[config.mk]
export PLATFORM = sky130hd
export DESIGN_NAME = mem_stage_sram_ctrl_flat
export DESIGN_NICKNAME = d
export VERILOG_FILES = /design/src/rtl/mem_stage_sram_ctrl_if.sv /design/src/rtl/mem_stage_sram_ctrl.sv /design/src/flat_wrapper.sv
export SDC_FILE = /design/constraint.sdc
export NUM_CORES = 1
export LEC_CHECK = 0
export ABC_CLOCK_PERIOD_IN_PS = 3100
export CAP_MARGIN = 20
export CORE_ASPECT_RATIO = 0.6
export CORE_MARGIN = 2
export CORE_UTILIZATION = 45
export CTS_CLUSTER_SIZE = 40
export DETAILED_ROUTE_END_ITERATION = 12
export HOLD_SLACK_MARGIN = 0.06
export PLACE_DENSITY_LB_ADDON = 0.15
export RECOVER_POWER = 50
export SKIP_CTS_REPAIR_TIMING = 1
export SYNTH_ARGS = -nofsm -noshare
export SYNTH_HDL_FRONTEND = slang
export SYNTH_SLANG_ARGS = --single-unit
export TNS_END_PERCENT = 5
[constraint.sdc]
create_clock -name clk -period 3.1 [get_ports clk]
set_clock_uncertainty 0.05 [all_clocks]
set_input_delay 0.62 -clock clk [delete_from_list [all_inputs] [get_ports clk]]
set_output_delay 0.62 -clock clk [all_outputs]
set_load 0.005 [all_outputs]
[src/rtl/mem_stage_sram_ctrl_if.sv]
// Bus bundle between the EXE->MEM pipeline register, the MEM-stage SRAM
// controller and the external asynchronous 16-bit SRAM pads.
// Optional feature macro: SRAM_ALIGN_CHECK_EN (adds align_err).
//
// Handshake: MEM_R_EN / MEM_W_EN act as a level "valid" that the pipeline
// holds, together with ALU_Res and Val_Rm, for as long as ready is 0. A request
// is complete on the first cycle that shows valid and ready=1 together. The
// pipeline may then drop the request or present the next one.
interface mem_stage_sram_ctrl_if #(
    parameter int ADDRESS_LEN = 32,
    parameter int SRAM_ADDR_W = 18,
    parameter int SRAM_DATA_W = 16
);
    // pipeline side
    logic [ADDRESS_LEN-1:0] ALU_Res;
    logic [ADDRESS_LEN-1:0] Val_Rm;
    logic                   MEM_R_EN;
    logic                   MEM_W_EN;
    logic                   ready;
    logic [ADDRESS_LEN-1:0] Mem_Read_Value;
    // SRAM pad side
    logic [SRAM_ADDR_W-1:0] sram_addr;
    logic [SRAM_DATA_W-1:0] sram_dq_out;
    logic [SRAM_DATA_W-1:0] sram_dq_in;
    logic                   sram_dq_oe;
    logic                   sram_we_n;
    logic                   sram_oe_n;
`ifdef SRAM_ALIGN_CHECK_EN
    logic                   align_err;
`endif

    // controller view
    modport slave (
        input  ALU_Res, Val_Rm, MEM_R_EN, MEM_W_EN, sram_dq_in,
        output ready, Mem_Read_Value, sram_addr, sram_dq_out,
               sram_dq_oe, sram_we_n, sram_oe_n
`ifdef SRAM_ALIGN_CHECK_EN
        , output align_err
`endif
    );

    // pipeline + SRAM view
    modport master (
        output ALU_Res, Val_Rm, MEM_R_EN, MEM_W_EN, sram_dq_in,
        input  ready, Mem_Read_Value, sram_addr, sram_dq_out,
               sram_dq_oe, sram_we_n, sram_oe_n
`ifdef SRAM_ALIGN_CHECK_EN
        , input align_err
`endif
    );
endinterface

[src/rtl/mem_stage_sram_ctrl.sv]
// MEM-stage SRAM controller: each 32-bit load/store is split into a LOW and a
// HIGH 16-bit access on an asynchronous SRAM. ready is held low to freeze the
// pipeline until the access is done. All SRAM pad outputs are registered, so
// they are computed from the next state and change only on clock edges.
// Optional feature macro: SRAM_ALIGN_CHECK_EN (misaligned requests skip the
// SRAM and pulse align_err).
module mem_stage_sram_ctrl #(
    parameter int ADDRESS_LEN = 32,
    parameter int SRAM_ADDR_W = 18,
    parameter int SRAM_DATA_W = 16,
    parameter int WAIT_CYCLES = 1,
    parameter int MEM_BASE    = 1024
) (
    input  logic                      clk,
    input  logic                      rst,
    mem_stage_sram_ctrl_if.slave      bus,
    output logic [1:0]                dbg_state
);

    typedef enum logic [1:0] {
        IDLE = 2'd0,
        LOW  = 2'd1,
        HIGH = 2'd2,
        DONE = 2'd3
    } state_t;

    localparam int CNT_W  = (WAIT_CYCLES < 1) ? 1 : $clog2(WAIT_CYCLES + 1);
    localparam int WORD_W = SRAM_ADDR_W - 1;
    localparam logic [CNT_W-1:0]       CNT_LAST = CNT_W'(WAIT_CYCLES);
    localparam logic [ADDRESS_LEN-1:0] BASE     = ADDRESS_LEN'(MEM_BASE);

    state_t                 state_q, state_d;
    logic [CNT_W-1:0]       cnt_q, cnt_d;
    logic                   is_write_q, is_write_d;
    logic [WORD_W-1:0]      word_q, word_d;
    logic [SRAM_DATA_W-1:0] data_hi_q, data_hi_d;

    logic [SRAM_ADDR_W-1:0] addr_d;
    logic [SRAM_DATA_W-1:0] dq_out_d;
    logic                   in_phase_d;
    logic                   we_n_d, oe_n_d, dq_oe_d;
`ifdef SRAM_ALIGN_CHECK_EN
    logic                   align_d;
`endif

    logic                   req;
    logic [ADDRESS_LEN-1:0] off;
    logic                   unused_off_bits;

    assign req = bus.MEM_R_EN | bus.MEM_W_EN;
    // Base subtraction wraps; only the word-index bits reach the SRAM.
    assign off = bus.ALU_Res - BASE;
    assign unused_off_bits = ^{off[ADDRESS_LEN-1:SRAM_ADDR_W+1], off[1:0]};
    assign dbg_state = state_q;

    // Next-state logic, request latching and the ready handshake.
    always_comb begin
        state_d    = state_q;
        cnt_d      = cnt_q;
        is_write_d = is_write_q;
        word_d     = word_q;
        data_hi_d  = data_hi_q;
        bus.ready  = 1'b0;
`ifdef SRAM_ALIGN_CHECK_EN
        align_d    = 1'b0;
`endif
        case (state_q)
            IDLE: begin
                bus.ready = ~req;
                if (req) begin
                    // store wins when both enables are set
                    is_write_d = bus.MEM_W_EN;
                    word_d     = off[SRAM_ADDR_W:2];
                    data_hi_d  = bus.Val_Rm[ADDRESS_LEN-1:SRAM_DATA_W];
                    cnt_d      = '0;
`ifdef SRAM_ALIGN_CHECK_EN
                    if (bus.ALU_Res[1:0] != 2'b00) begin
                        state_d = DONE;
                        align_d = 1'b1;
                    end else begin
                        state_d = LOW;
                    end
`else
                    state_d    = LOW;
`endif
                end
            end
            LOW: begin
                if (cnt_q == CNT_LAST) begin
                    state_d = HIGH;
                    cnt_d   = '0;
                end else begin
                    cnt_d   = cnt_q + CNT_W'(1);
                end
            end
            HIGH: begin
                if (cnt_q == CNT_LAST) begin
                    state_d = DONE;
                    cnt_d   = '0;
                end else begin
                    cnt_d   = cnt_q + CNT_W'(1);
                end
            end
            DONE: begin
                // unconditional return so a still-held request is not re-issued
                bus.ready = 1'b1;
                state_d   = IDLE;
            end
            default: state_d = IDLE;
        endcase
    end

    // Next values of the registered SRAM pad outputs.
    always_comb begin
        addr_d     = bus.sram_addr;
        dq_out_d   = bus.sram_dq_out;
        in_phase_d = (state_d == LOW) || (state_d == HIGH);
        if (state_d == LOW) begin
            addr_d = {word_d, 1'b0};
        end else if (state_d == HIGH) begin
            addr_d = {word_d, 1'b1};
        end
        if (state_q == IDLE && state_d == LOW) begin
            dq_out_d = bus.Val_Rm[SRAM_DATA_W-1:0];
        end else if (state_q == LOW && state_d == HIGH) begin
            dq_out_d = data_hi_q;
        end
        // write strobe released in the last phase cycle for data hold
        we_n_d  = ~(is_write_d & in_phase_d & (cnt_d != CNT_LAST));
        oe_n_d  = ~(~is_write_d & in_phase_d);
        dq_oe_d = is_write_d & in_phase_d;
    end

    // FSM state, latched request and registered SRAM pad outputs.
    always_ff @(posedge clk or negedge rst) begin
        if (!rst) begin
            state_q         <= IDLE;
            cnt_q           <= '0;
            is_write_q      <= 1'b0;
            word_q          <= '0;
            data_hi_q       <= '0;
            bus.sram_addr   <= '0;
            bus.sram_dq_out <= '0;
            bus.sram_dq_oe  <= 1'b0;
            bus.sram_we_n   <= 1'b1;
            bus.sram_oe_n   <= 1'b1;
        end else begin
            state_q         <= state_d;
            cnt_q           <= cnt_d;
            is_write_q      <= is_write_d;
            word_q          <= word_d;
            data_hi_q       <= data_hi_d;
            bus.sram_addr   <= addr_d;
            bus.sram_dq_out <= dq_out_d;
            bus.sram_dq_oe  <= dq_oe_d;
            bus.sram_we_n   <= we_n_d;
            bus.sram_oe_n   <= oe_n_d;
        end
    end

    // Load data capture on the edge ending each phase's last cycle.
    always_ff @(posedge clk or negedge rst) begin
        if (!rst) begin
            bus.Mem_Read_Value <= '0;
        end else if (!is_write_q && cnt_q == CNT_LAST) begin
            if (state_q == LOW) begin
                bus.Mem_Read_Value[SRAM_DATA_W-1:0] <= bus.sram_dq_in;
            end else if (state_q == HIGH) begin
                bus.Mem_Read_Value[ADDRESS_LEN-1:SRAM_DATA_W] <= bus.sram_dq_in;
            end
        end
    end

`ifdef SRAM_ALIGN_CHECK_EN
    // Misalignment pulse, high only in the DONE cycle of a rejected request.
    always_ff @(posedge clk or negedge rst) begin
        if (!rst) begin
            bus.align_err <= 1'b0;
        end else begin
            bus.align_err <= align_d;
        end
    end
`endif

endmodule

[src/flat_wrapper.sv]
// flat-port wrapper written by rule: the top's interface ports become plain ports
module mem_stage_sram_ctrl_flat 
#(
    parameter int ADDRESS_LEN = 32,
    parameter int SRAM_ADDR_W = 18,
    parameter int SRAM_DATA_W = 16,
    parameter int WAIT_CYCLES = 1,
    parameter int MEM_BASE    = 1024
)
  (clk, rst, dbg_state, bus_ALU_Res, bus_Val_Rm, bus_MEM_R_EN, bus_MEM_W_EN, bus_sram_dq_in, bus_ready, bus_Mem_Read_Value, bus_sram_addr, bus_sram_dq_out, bus_sram_dq_oe, bus_sram_we_n, bus_sram_oe_n);
  mem_stage_sram_ctrl_if #(.ADDRESS_LEN(ADDRESS_LEN), .SRAM_ADDR_W(SRAM_ADDR_W), .SRAM_DATA_W(SRAM_DATA_W)) bus_i ();
  input  logic clk;
  input  logic rst;
  output logic [1:0] dbg_state;
  input wire logic [$bits(bus_i.ALU_Res)-1:0] bus_ALU_Res;
  input wire logic [$bits(bus_i.Val_Rm)-1:0] bus_Val_Rm;
  input wire logic [$bits(bus_i.MEM_R_EN)-1:0] bus_MEM_R_EN;
  input wire logic [$bits(bus_i.MEM_W_EN)-1:0] bus_MEM_W_EN;
  input wire logic [$bits(bus_i.sram_dq_in)-1:0] bus_sram_dq_in;
  output wire logic [$bits(bus_i.ready)-1:0] bus_ready;
  output wire logic [$bits(bus_i.Mem_Read_Value)-1:0] bus_Mem_Read_Value;
  output wire logic [$bits(bus_i.sram_addr)-1:0] bus_sram_addr;
  output wire logic [$bits(bus_i.sram_dq_out)-1:0] bus_sram_dq_out;
  output wire logic [$bits(bus_i.sram_dq_oe)-1:0] bus_sram_dq_oe;
  output wire logic [$bits(bus_i.sram_we_n)-1:0] bus_sram_we_n;
  output wire logic [$bits(bus_i.sram_oe_n)-1:0] bus_sram_oe_n;
  assign bus_i.ALU_Res = bus_ALU_Res;
  assign bus_i.Val_Rm = bus_Val_Rm;
  assign bus_i.MEM_R_EN = bus_MEM_R_EN;
  assign bus_i.MEM_W_EN = bus_MEM_W_EN;
  assign bus_i.sram_dq_in = bus_sram_dq_in;
  assign bus_ready = bus_i.ready;
  assign bus_Mem_Read_Value = bus_i.Mem_Read_Value;
  assign bus_sram_addr = bus_i.sram_addr;
  assign bus_sram_dq_out = bus_i.sram_dq_out;
  assign bus_sram_dq_oe = bus_i.sram_dq_oe;
  assign bus_sram_we_n = bus_i.sram_we_n;
  assign bus_sram_oe_n = bus_i.sram_oe_n;
  mem_stage_sram_ctrl #(.ADDRESS_LEN(ADDRESS_LEN), .SRAM_ADDR_W(SRAM_ADDR_W), .SRAM_DATA_W(SRAM_DATA_W), .WAIT_CYCLES(WAIT_CYCLES), .MEM_BASE(MEM_BASE)) u_core (.clk(clk), .rst(rst), .bus(bus_i), .dbg_state(dbg_state));
endmodule
======== After elaboration in Yosys (flattened, before gate mapping) ========
Index checks and enable logic that the tools add are counted.
word-level totals
  register bits after elaboration ......... 106
  bits in latches ......................... 0
  memory bits (writable) .................. 0
  ROM bits ................................ 0
  bits of input ports ..................... 84
  output and inout bits ................... 72
  memories ................................ 0
cells by class
  add/subtract/negate cells ............... 2
  multipliers ............................. 0
  div/mod/pow operators ................... 0
  $lt $le $gt $ge ......................... 0
  equal/unequal tests ..................... 5
  shift-type cells ........................ 0
  muxes and demuxes ....................... 16
  bitwise operators ....................... 10
  reduce and logical (&&, ||, !) cells .... 12
operators by type and width
  operator                                                               number
  18-bit 2-to-1 mux                                                      2
  17-bit 2-to-1 mux                                                      2
  16-bit 2-to-1 mux                                                      2
  19-bit by 11-bit subtractor with 19-bit output, second input constant  1
  2-bit one-hot mux with 4 select lines                                  1
  2-bit equality test, second input constant                             3
  2-bit 2-to-1 mux                                                       3
  1-bit inverter                                                         6
  2-bit by 1-bit equality test with 1-bit output, second input constant  2
  1-bit 2-to-1 mux                                                       4
  1-bit one-hot mux with 2 select lines                                  2
  2-bit AND reduction                                                    2
  2-bit nonzero test                                                     2
  1-bit AND                                                              3
  1-bit logical AND                                                      3
  3-bit AND reduction                                                    1
  2-bit zero test                                                        1
  2-bit OR reduction                                                     1
  1-bit adder, second input constant                                     1
  1-bit zero test                                                        1
  1-bit logical OR                                                       1
  1-bit OR                                                               1

======== Depth between registers and ports, before layout ========
  word-level depth ........................ 8
  gate-level depth with buffers ........... 12
  mapped depth without buffers ............ 10

======== Worst setup path after synthesis ========
No wires, ideal clock.
  path type ............................... register to register
  start ................................... register u_core.state_q[1] (netlist: u_core.dbg_state[1])
  end ..................................... register u_core.bus.sram_addr[10]
  data arrival time ....................... 2.302 ns
  required time ........................... 2.925 ns
  setup slack ............................. 0.624 ns
  stages on the path, launching flop included .. 10
  path buffers ............................ 1
  path through ............................ dfrtp_1 > inv_1 > ha_1 > nor2_1 > nor2_1 > a21o_1 > a22o_1 > ha_1 > clkbuf_1 > mux2_2
between the ends
  cells in the longest elaborated chain, start to end .. 4
  elaborated cells between the ends (all ways) .. 14
RTL lines
  item                                                                                   RTL line                                                text
  start, declared                                                                        mem_stage_sram_ctrl.sv:32                               state_t state_q, state_d;
  start signal, assigned                                                                 mem_stage_sram_ctrl.sv:148                              state_q <= state_d;
  2-bit equality test (tied with other cells)                                            mem_stage_sram_ctrl.sv:67                               case (state_q)
  2-bit one-hot mux with 4 select lines (*)                                              mem_stage_sram_ctrl.sv:67
  net u_core.state_d[1]                                                                  mem_stage_sram_ctrl.sv:32
  2-bit by 1-bit equality test with 1-bit output or 2-bit equality test (tied branches)  mem_stage_sram_ctrl.sv:118, mem_stage_sram_ctrl.sv:120
  18-bit 2-to-1 mux or 2-bit nonzero test (tied branches)                                -
  end signal, assigned                                                                   mem_stage_sram_ctrl.sv:153                              bus.sram_addr <= addr_d;
  end, declared                                                                          mem_stage_sram_ctrl_if.sv:35                            output ready, Mem_Read_Value, sram_addr, sram_dq_out,
The timed path passes the listed nets; every way through them passes the cells marked *. The select of a mux whose other input is x is not followed.
A chain may end at the register's enable or synchronous reset.

======== Worst setup path after layout ========
  start ................................... input port bus_MEM_W_EN
  end ..................................... output port bus_ready
between the ends
  cells in the longest elaborated chain, start to end .. 3
RTL lines
  item                                   RTL line                   text
  start, declared                        flat_wrapper.sv:18         input wire logic [$bits(bus_i.MEM_W_EN)-1:0] bus_MEM_W_EN;
  1-bit OR                               mem_stage_sram_ctrl.sv:50  assign req = bus.MEM_R_EN | bus.MEM_W_EN;
  1-bit inverter                         mem_stage_sram_ctrl.sv:69  bus.ready = ~req;
  1-bit one-hot mux with 2 select lines  mem_stage_sram_ctrl.sv:67
  end, declared                          flat_wrapper.sv:20         output wire logic [$bits(bus_i.ready)-1:0] bus_ready;
No other way between the ends.

==> flow_summary.ini <==
[finish]
fin_cells = 646
nets = 604
diodes = 0
syn2layout_area_growth_pct = 44.8
layout-drive-gt1-share_pct = 13.8

[synth]
synthMuxAreaShare_pct = 16.2
ys_ff_latch = 106
synth_compound_area_share_pct = 5.58
synthXorXnorAreaFrac_pct = 0.607
synth.top_cell.area_share_pct = 60.2
synth_top_family_by_area = multiplexers
yosys-top-cells-count = 104 x dfrtp_1, 100 x nand2_1, 45 x mux2_2
synth_fa_ha_area_share_pct = 2.60
synth.avg_cell_area_um2 = 11.8
yosys.area_share.simple_pct = 11.8
synth_async_sr_flop_share_pct = 100
yosys_warnings = 0
yosysUniqueCellTypes = 32
synth.most_common_cell = dfrtp_1
syn_inst = 367
syn_nets = 460
synth_enable_flop_cells = 0
yosysSeqAreaShare_pct = 61.4
synth_area_um2 = 4330
ys.flop_type = dfrtp_1
ys_top_cells_by_area = dfrtp_1 60%, mux2_2 12%, nand2_1 8.7%, mux2i_1 3.9%, o21ai_0 2.8%
netlist.top_cell.by_area = dfrtp_1

[sta]
period_share_pct = 92.7
hold_violations = 0
rsz0062_at_grt = false
final-max-slew-violation-count = 0
finalSetupViolCount = 0
holdWs_ns = 0.423
slew_headroom_pct = 20.2
setup_slack_ns = 0.226
fmax_mhz = 348
finalSetupTns_ns = 0
finalCriticalPeriod_ns = 2.87
worst_slew_pin_slew_ns = 1.20

[detailed_routing]
ant_nets = 0
vias = 3213
wl_met1_um = 4820
route.detailed.drc = 0
route.top_layer_used = met4
drt_iter0_drc = 153
vias_per_cell = 4.97
wl_met3_um = 852
post_drt_wl_per_cell_um = 15.9
routed_wl_um = 10300
dr.pass1.iters = 4
wl_met2_um = 4520

[worst_setup_path]
cp-end-kind = primary output
crit_start = bus_MEM_W_EN
crit_path_start_kind = input port
critPathMaxFanout = 4
crit_type = in2out
r2r-start = u_core.dbg_state[1]$_DFF_PN0_
arrival_ns = 2.20
critPathRequiredTime_ns = 2.43

[power]
p_sw_share_pct = 32.1
powerDensity_nw_per_um2 = 1120
p_int_mw = 4.78
p_leak_nw = 2.86
power_frac_comb_pct = 45.4
p_seq_share_pct = 34.9
switchingPower_mw = 2.26
peakVddDrop_uv = 882
clkPwrFrac_pct = 19.7
power_mw = 7.04

[clocking]
numCtsBuffers = 9
clk_latency_ns = 0.34
cts_tree = done
clkTransAtPathRegs_ns = 0.07
htree_levels = 3
clock_sink_count = 106
root_buffer = clkbuf_16
clockBufferDepth = 2

[hold_path]
hold_class = reg2reg
hold_path_startpoint = u_core.word_q[1]$_DFF_PN0_

[die]
initial_core_util_pct = 46.7
ioPinCount = 156
die_x_um = 131
fp.coreArea_um2 = 9260
row_count = 27
die_h_um = 80.0
die_area_um2 = 10400

[placed_design]
pre_cts_ws_ns = 0.314
dpl.cell_count = 630
globalplace.congestion = 0.790
dp_hpwl_um = 7280
io_buffers = 140

[run]
maxCapViolations = 0

[global_routing]
grt_pass1_vias = 3161
grt_usage_pct = 20.4
grt_first_pass_wirelength_um = 16000
antenna_found_initial = 0
grt_max_degree = 49
overflow = 0

[run_status]
status = completed
worst max-delay path, cell delays in order:
cell and delay [ns]:
dlygate4sd3_1 0.59, nor2_1 0.25, a21oi_1 0.13, nor2_1 0.10
clkdlybuf4s50_1 0.51
cells in the final DEF, fill, tap and decap left out, types with 4 or more instances in the layout:
cell type,instances
clkbuf_16,9
inv_1,6
nand2_1,100
a31oi_1,4
mux2i_1,17
mux2_2,45
o21ai_0,25
bufinv_16,4
dlygate4sd3_1,30
dfrtp_1,104
clkdlybuf4s50_1,109
nor2_1,9
clkbuf_1,4
ha_1,9
state kept, by name (all words and copies together) (netlist names):
name / count
u_core.bus.Mem_Read_Value: 32
u_core.is_write_q: 1
u_core.data_hi_q: 16
u_core.bus.sram_we_n: 1
u_core.bus.sram_addr: 18
u_core.bus.sram_dq_oe: 1
u_core.bus.sram_dq_out: 16
u_core.word_q: 17
u_core.cnt_q: 1
u_core.bus.sram_oe_n: 1
u_core.dbg_state: 2
through the flow:
stage	instance area, um^2	utilization (%)
floorplan	4330	-
detailed placement	5920	63.9
CTS	6280	67.9
global placement	5920	63.9
global route	6260	67.7
finish	6260	67.7
layer usage:
metal	track usage [%]	vias up
met5	0	-
met4	5.21	0
met3	7.24	11
met2	30.6	104
met1	28.4	1565
li1	-	1533
power by group through the flow:
stage | Sequential [mW] | Combinational [mW] | Clock, mW
5_1_grt | 2.54 | 3.52 | 1.47
2_1_floorplan | 2.47 | 1.68 | 0
3_3_place_gp | 2.46 | 3.19 | 0
3_5_place_dp | 2.48 | 3.30 | 0
4_1_cts | 2.47 | 3.32 | 1.40
6_report | 2.46 | 3.20 | 1.39
worst paths after layout:
path / end / slack [ns] / depth (start not counted)
max in group asynchronous: u_core.bus.Mem_Read_Value[28]$_DFFE_PN0P_ / 0.89 / 2
setup / recovery: bus_ready / 0.23 / 5
min in group asynchronous: u_core.word_q[3]$_DFF_PN0_ / 0.44 / 1
setup reg to reg: u_core.bus.sram_dq_out[8]$_DFFE_PN0P_ / 0.58 / 10
hold reg to reg: u_core.word_q[1]$_DFF_PN0_ / 0.42 / 2
hold / removal: u_core.word_q[1]$_DFF_PN0_ / 0.42 / 2
final cells by class:
class | count | area [um^2]
Clock inverter | 5 | 125
Clock buffer | 11 | 243
Inverter | 6 | 22.5
Timing Repair Buffer | 148 | 1470
Tap cell | 130 | 163
Multi-Input combinational cell | 240 | 1590
Sequential cell | 106 | 2660
Fill cell | 733 | 2990
logic make-up after synthesis:
family          count (synthesis)
simple gates                  123
flops                         106
mux                            64
compound gates                 41
buf+inv                        21
fa+ha+maj                       9
xor+xnor                        3
No activity file was read; power rests on OpenSTA's default activity.
